===== config.mk =====
export PLATFORM = sky130hd
export DESIGN_NAME = apb_master_ctrl
export DESIGN_NICKNAME = d
export VERILOG_FILES = /design/src/rtl/apb_master_ctrl.sv
export SDC_FILE = /design/constraint.sdc
export NUM_CORES = 1
export LEC_CHECK = 0
export ABC_AREA = 1
export BUFFER_PORTS_ARGS = -buffer_cell sky130_fd_sc_hd__buf_2
export CORE_UTILIZATION = 35
export DETAILED_ROUTE_END_ITERATION = 8
export PLACE_DENSITY_LB_ADDON = 0.2
export SYNTH_ARGS = -nofsm -noshare
export SYNTH_HDL_FRONTEND = slang
export SYNTH_SLANG_ARGS = --single-unit
export TNS_END_PERCENT = 10

===== constraint.sdc =====
create_clock -name m_apb_pclk_i -period 1.5 [get_ports m_apb_pclk_i]
set_input_delay 0.15 -clock m_apb_pclk_i [delete_from_list [all_inputs] [get_ports m_apb_pclk_i]]
set_output_delay 0.15 -clock m_apb_pclk_i [all_outputs]
set_load 0.005 [all_outputs]

===== src/rtl/apb_master_ctrl.sv =====
// APB master controller: turns level read/write requests into single APB3
// transfers. It aborts with an error if PREADY stays low too long.
`ifndef APB_AW
`define APB_AW 32
`endif
`ifndef APB_DW
`define APB_DW 32
`endif
`ifndef APB_SLAVES
`define APB_SLAVES 2
`endif

module apb_master_ctrl #(
  parameter int TIMEOUT_CYCLES = 16
) (
  input  logic                   m_apb_pclk_i,
  input  logic                   m_apb_preset_i,
  input  logic [`APB_AW-1:0]     read_write_addr_i,
  input  logic [`APB_SLAVES-1:0] read_write_sel_i,
  input  logic                   write_en_i,
  input  logic [`APB_DW-1:0]     write_data_i,
  input  logic                   read_en_i,
  output logic [`APB_DW-1:0]     read_data_o,
  output logic                   busy_o,
  output logic                   done_o,
  output logic                   error_o,
  output logic [`APB_AW-1:0]     m_apb_paddr_o,
  output logic [`APB_SLAVES-1:0] m_apb_psel_o,
  output logic                   m_apb_penable_o,
  output logic                   m_apb_pwrite_o,
  output logic [`APB_DW-1:0]     m_apb_pwdata_o,
  input  logic [`APB_DW-1:0]     m_apb_prdata_i,
  input  logic                   m_apb_pready_i,
  input  logic                   m_apb_pslverr_i
);

  // state  | meaning
  // IDLE   | no transfer; psel/penable low, waits for an armed request
  // SETUP  | first APB phase, psel high, penable low, exactly one cycle
  // ACCESS | penable high, waiting for pready or the timeout
  typedef enum logic [1:0] {IDLE, SETUP, ACCESS} state_t;

  localparam logic [7:0] WAIT_LAST = 8'(TIMEOUT_CYCLES - 1);

  state_t                 state;
  logic                   armed;
  logic [7:0]             wait_cnt;
  logic                   req_any;
  logic                   accept;
  logic [`APB_SLAVES-1:0] sel_low;

  assign req_any = write_en_i | read_en_i;
  assign accept  = (state == IDLE) && armed && req_any && (|read_write_sel_i);
  // Isolate the lowest set bit so PSEL stays one-hot for any select pattern.
  assign sel_low = read_write_sel_i & (-read_write_sel_i);

  always_ff @(posedge m_apb_pclk_i) begin
    if (m_apb_preset_i) begin
      state           <= IDLE;
      armed           <= 1'b1;
      wait_cnt        <= 8'd0;
      read_data_o     <= '0;
      busy_o          <= 1'b0;
      done_o          <= 1'b0;
      error_o         <= 1'b0;
      m_apb_paddr_o   <= '0;
      m_apb_psel_o    <= '0;
      m_apb_penable_o <= 1'b0;
      m_apb_pwrite_o  <= 1'b0;
      m_apb_pwdata_o  <= '0;
    end else begin
      done_o <= 1'b0;
      // Re-arm only after both enables were seen low; acceptance below wins.
      if (!req_any) armed <= 1'b1;
      case (state)
        IDLE: begin
          if (accept) begin
            state          <= SETUP;
            armed          <= 1'b0;
            busy_o         <= 1'b1;
            m_apb_paddr_o  <= read_write_addr_i;
            m_apb_pwdata_o <= write_data_i;
            m_apb_pwrite_o <= write_en_i;
            m_apb_psel_o   <= sel_low;
          end
        end
        SETUP: begin
          state           <= ACCESS;
          m_apb_penable_o <= 1'b1;
          wait_cnt        <= 8'd0;
        end
        ACCESS: begin
          if (m_apb_pready_i) begin
            state           <= IDLE;
            busy_o          <= 1'b0;
            done_o          <= 1'b1;
            error_o         <= m_apb_pslverr_i;
            m_apb_psel_o    <= '0;
            m_apb_penable_o <= 1'b0;
            if (!m_apb_pwrite_o) read_data_o <= m_apb_prdata_i;
          end else if (wait_cnt == WAIT_LAST) begin
            state           <= IDLE;
            busy_o          <= 1'b0;
            done_o          <= 1'b1;
            error_o         <= 1'b1;
            read_data_o     <= '0;
            m_apb_psel_o    <= '0;
            m_apb_penable_o <= 1'b0;
          end else begin
            wait_cnt <= wait_cnt + 8'd1;
          end
        end
        default: state <= IDLE;
      endcase
    end
  end

endmodule


==> out/qor.csv <==
stage;metric;value;unit
power;Clk pwr share;32.5;%
floorplanning;Core ar.;12670;um^2
final_layout;commonest non-fill, non-tap cell in the layout;buf_2;
sta;fmax;666.1;MHz
power;pwr dens;1691;nW/um^2
synthesis;Synth Area in XOR/XNOR;0.1915;%
critical_path;CP max FO;5;
power;switching power;4.306;mW
drt;wire per inst;13.21;um
sta;final setup vio count;1;
placed_design;RePlAce Congestion;0.8170;
min_path;Hold/Removal Path Class;input pin to flip-flop;
sta;Pins Over Slew Limit;0;
min_path;hold worst-path end;m_apb_pwdata_o[3]$_SDFFE_PP0P_;
synthesis;Post-Synth Simple-Gate Area;26.94;%
floorplanning;number of core rows;41;
critical_path;Setup crit start kind;flip-flop;
synthesis;main combinational cell family by area after synthesis;simple AND/OR/NAND/NOR gates;
critical_path;CP Class;flip-flop to flip-flop;
synthesis;mux cell area share after synthesis;0;%
synthesis;Gate Count Post-Synth;637;
clocking;clk root buf;clkbuf_16;
sta;Final WS setup;-0.001183;ns
clocking;H-tree lvl count;4;
critical_path;reg-to-reg endpoint;state[0]$_SDFFE_PP0P_;
final_layout;multi-input logic area;2051;um^2
drt;initial drt markers;287;
final_layout;Layout Nets;1057;
final_layout;most frequent cells in the layout;206 x buf_2, 169 x nor2_1, 110 x dfxtp_1;
final_layout;ant diodes;0;
synthesis;post-synth top area cell;dfxtp_1;
clocking;Clk pin slew, worst setup/hold paths;0.05;ns
power;sw frac;32.92;%
floorplanning;Die W;116.3;um
final_layout;fillers;1081;
drt;via/cell ratio;4.510;
drt;TritonRoute pass-1 iters;4;
outcome;failing checks;negative hold slack, negative setup slack;
grt;antenna violations before repair;0;
critical_path;crit path DAT;1.84;ns
floorplanning;I/O pins;207;
synthesis;Post-Syn Area;4574;um^2
critical_path;critical path required time;1.84;ns
critical_path;crit end category;flip-flop;
flow_run;Max Cap Viol;0;
synthesis;number of synthesized register bits;114;
floorplanning;Initial Utilization;36.10;%
sta;post-route clock period utilization;100.1;%
grt;Global Route Usage Sum;20.97;%
critical_path;FF-to-FF Start;state[1]$_SDFFE_PP0P_;
outcome;status;finished, violations left;
sta;hold slack;-0.004567;ns
final_layout;post-route core utilization;61.03;%
synthesis;YS warnings;0;
drt;Remaining DRCs;0;
grt;first-pass GRT wire length;22.07;mm
clocking;CTS Buf Count;17;
power;Flop pwr share;32.2;%
sta;Layout Skew;0.007991;ns
sta;Slew @ Worst Pin;0.3610;ns
synthesis;Main synth FF type;dfxtp_1;
final_layout;area grow syn2layout;69.06;%
critical_path;Reg2Reg Depth;9;
placed_design;HPWL after DPL;8.543;mm
sta;RSZ-0062 raised after global routing;true;
final_layout;share of layout cells above drive strength 1;32.47;%
power;Pint;8.772;mW
critical_path;minimum setup slack among reg-to-reg paths;-0.001;ns
synthesis;Yosys top cell area share;49.89;%
synthesis;Mapped Nets;746;
clocking;CTS tree;done;
floorplanning;die height;116.3;um
synthesis;sequential share of the synthesized area;49.89;%
synthesis;ys async rst share;0;%
synthesis;syn_area_per_cell;7.181;um^2
final_layout;sequential cell area;2290;um^2
synthesis;number of synthesized flops with an enable pin;0;
sta;min cycle time layout;1.501;ns
clocking;clock latency on the worst-skew pair;0.42;ns
drt;via count;5110;
power;Max VDD drop;0.9897;mV
min_path;hold_sp;write_data_i[3];
grt;pin count of the biggest net entering global routing;81;
placed_design;port bufs;206;
min_path;hold depth;3;
grt;gr ovfl total;0;
power;Pleak;3.855;nW
grt;vias in the first global route;4841;
synthesis;Synth Area in Adders;1.368;%
drt;Routed WL;14.96;mm
sta;Slew headroom;75.93;%
drt;Routed Antenna Nets;0;
sta;final hold vios;2;
floorplanning;Die ar.;13530;um^2
power;Comb power frac;35.2;%
clocking;maximum clock insertion buffer count;2;
clocking;clk sinks;114;
synthesis;synth unique cells;22;
synthesis;leading post-synthesis cells by cell area;dfxtp_1 50%, nor2_1 14%, nand2_1 8.6%;
synthesis;complex-gate fraction of the synthesized area;12.88;%
[cell families after synthesis]
logic type	after synthesis
DFF	114
xor gates and xnor gates	1
adders and majority gates	5
buffers and inverters	94
AOI/OAI and AO/OA	115
and+or+nand+nor	308
[cell usage after synthesis, types with 2 or more instances]
cell,count
nor2_1,173
dfxtp_1,114
nand2_1,105
o21ai_0,70
inv_1,55
a21oi_1,44
clkbuf_1,19
nand3_1,14
buf_2,13
nand4_1,9
ha_1,5
buf_6,3
buf_4,2
nand3_2,2
nor2_2,2
[worst max-delay path: stages, from the launching register on]
cell     delay (ns)
dfxtp_4        0.36
inv_4          0.06
ha_4           0.16
nand2_4        0.05
a21oi_4        0.13
nand2_4        0.14
buf_6          0.17
nand2_4        0.09
nand3_1        0.11
a21oi_2        0.14
[power by group through the flow]
| stage | combinational, mW | clock [mW] | sequential, mW |
|---|---|---|---|
| after floorplan | 1.99 | 0 | 4.27 |
| after global placement | 3.45 | 0 | 4.18 |
| after detailed placement | 3.52 | 0 | 4.22 |
| after CTS | 3.92 | 4.32 | 4.17 |
| after global routing | 5.11 | 4.48 | 4.30 |
| final | 4.61 | 4.25 | 4.21 |
[routing by layer]
metal  global-route usage [%]  vias to the layer above  part of all wire [%]
met4                    10.00                        0                   1.9
li1                         -                     2627                     -
met5                        0                        -                     0
met1                    22.90                     2283                    42
met3                    7.058                       25                   6.8
met2                    36.49                      175                    49
[stage by stage]
stage               setup WS, ns  area [um^2]  total power, mW  instances  setup TNS [ns]
detailed placement      -0.08776         5879            7.733       1003          -3.448
global route            -0.06972         7734            13.89       1133          -1.225
global placement        -0.01898         5879            7.639       1003        -0.05174
finish                 -0.001183         7734            13.08       1133       -0.001183
CTS                     -0.02412         7447            12.41       1125        -0.06385
floorplan                0.03302         4574            6.261        637               0
[flip-flops by register name, summed over array words and instances (netlist names), 2 cells and up]
register        cells
m_apb_pwdata_o     32
m_apb_paddr_o      32
state               2
m_apb_psel_o        2
read_data_o        32
wait_cnt            8
[how the worst max path moves through the flow]
stage / start / endpoint / slack (ns) / cells after the start
after floorplan: state[0]$_SDFFE_PP0P_ / m_apb_paddr_o[0]$_SDFFE_PP0P_ / 0.03 / 9
after global placement: state[0]$_SDFFE_PP0P_ / m_apb_pwdata_o[25]$_SDFFE_PP0P_ / -0.02 / 9
after detailed placement: state[0]$_SDFFE_PP0P_ / m_apb_pwdata_o[3]$_SDFFE_PP0P_ / -0.09 / 9
after CTS: wait_cnt[1]$_SDFFE_PP0P_ / read_data_o[9]$_SDFFE_PP0P_ / -0.02 / 7
after global routing: state[1]$_SDFFE_PP0P_ / state[0]$_SDFFE_PP0P_ / -0.07 / 9
final: state[1]$_SDFFE_PP0P_ / state[0]$_SDFFE_PP0P_ / -0.001 / 9
[area by class of cell]
class / count / share of cell area (%)
flip-flops and latches: 114 / 29.61
multi-input cells: 429 / 26.52
repair buffers: 330 / 30.12
well taps: 172 / 2.783
clock inverters: 10 / 2.022
inverters: 56 / 2.945
clock buffers: 22 / 6.002
[timing repair]
item                                   CTS  global route
setup endpoints to repair              100           111
endpoints found under the hold margin   89             0
gates cloned                             1             4
pin swaps                                1            12
hold buffers                            89             0
buffers inserted                         0             4
gates resized for setup                 28            79
(Power assumes the default switching activity.)
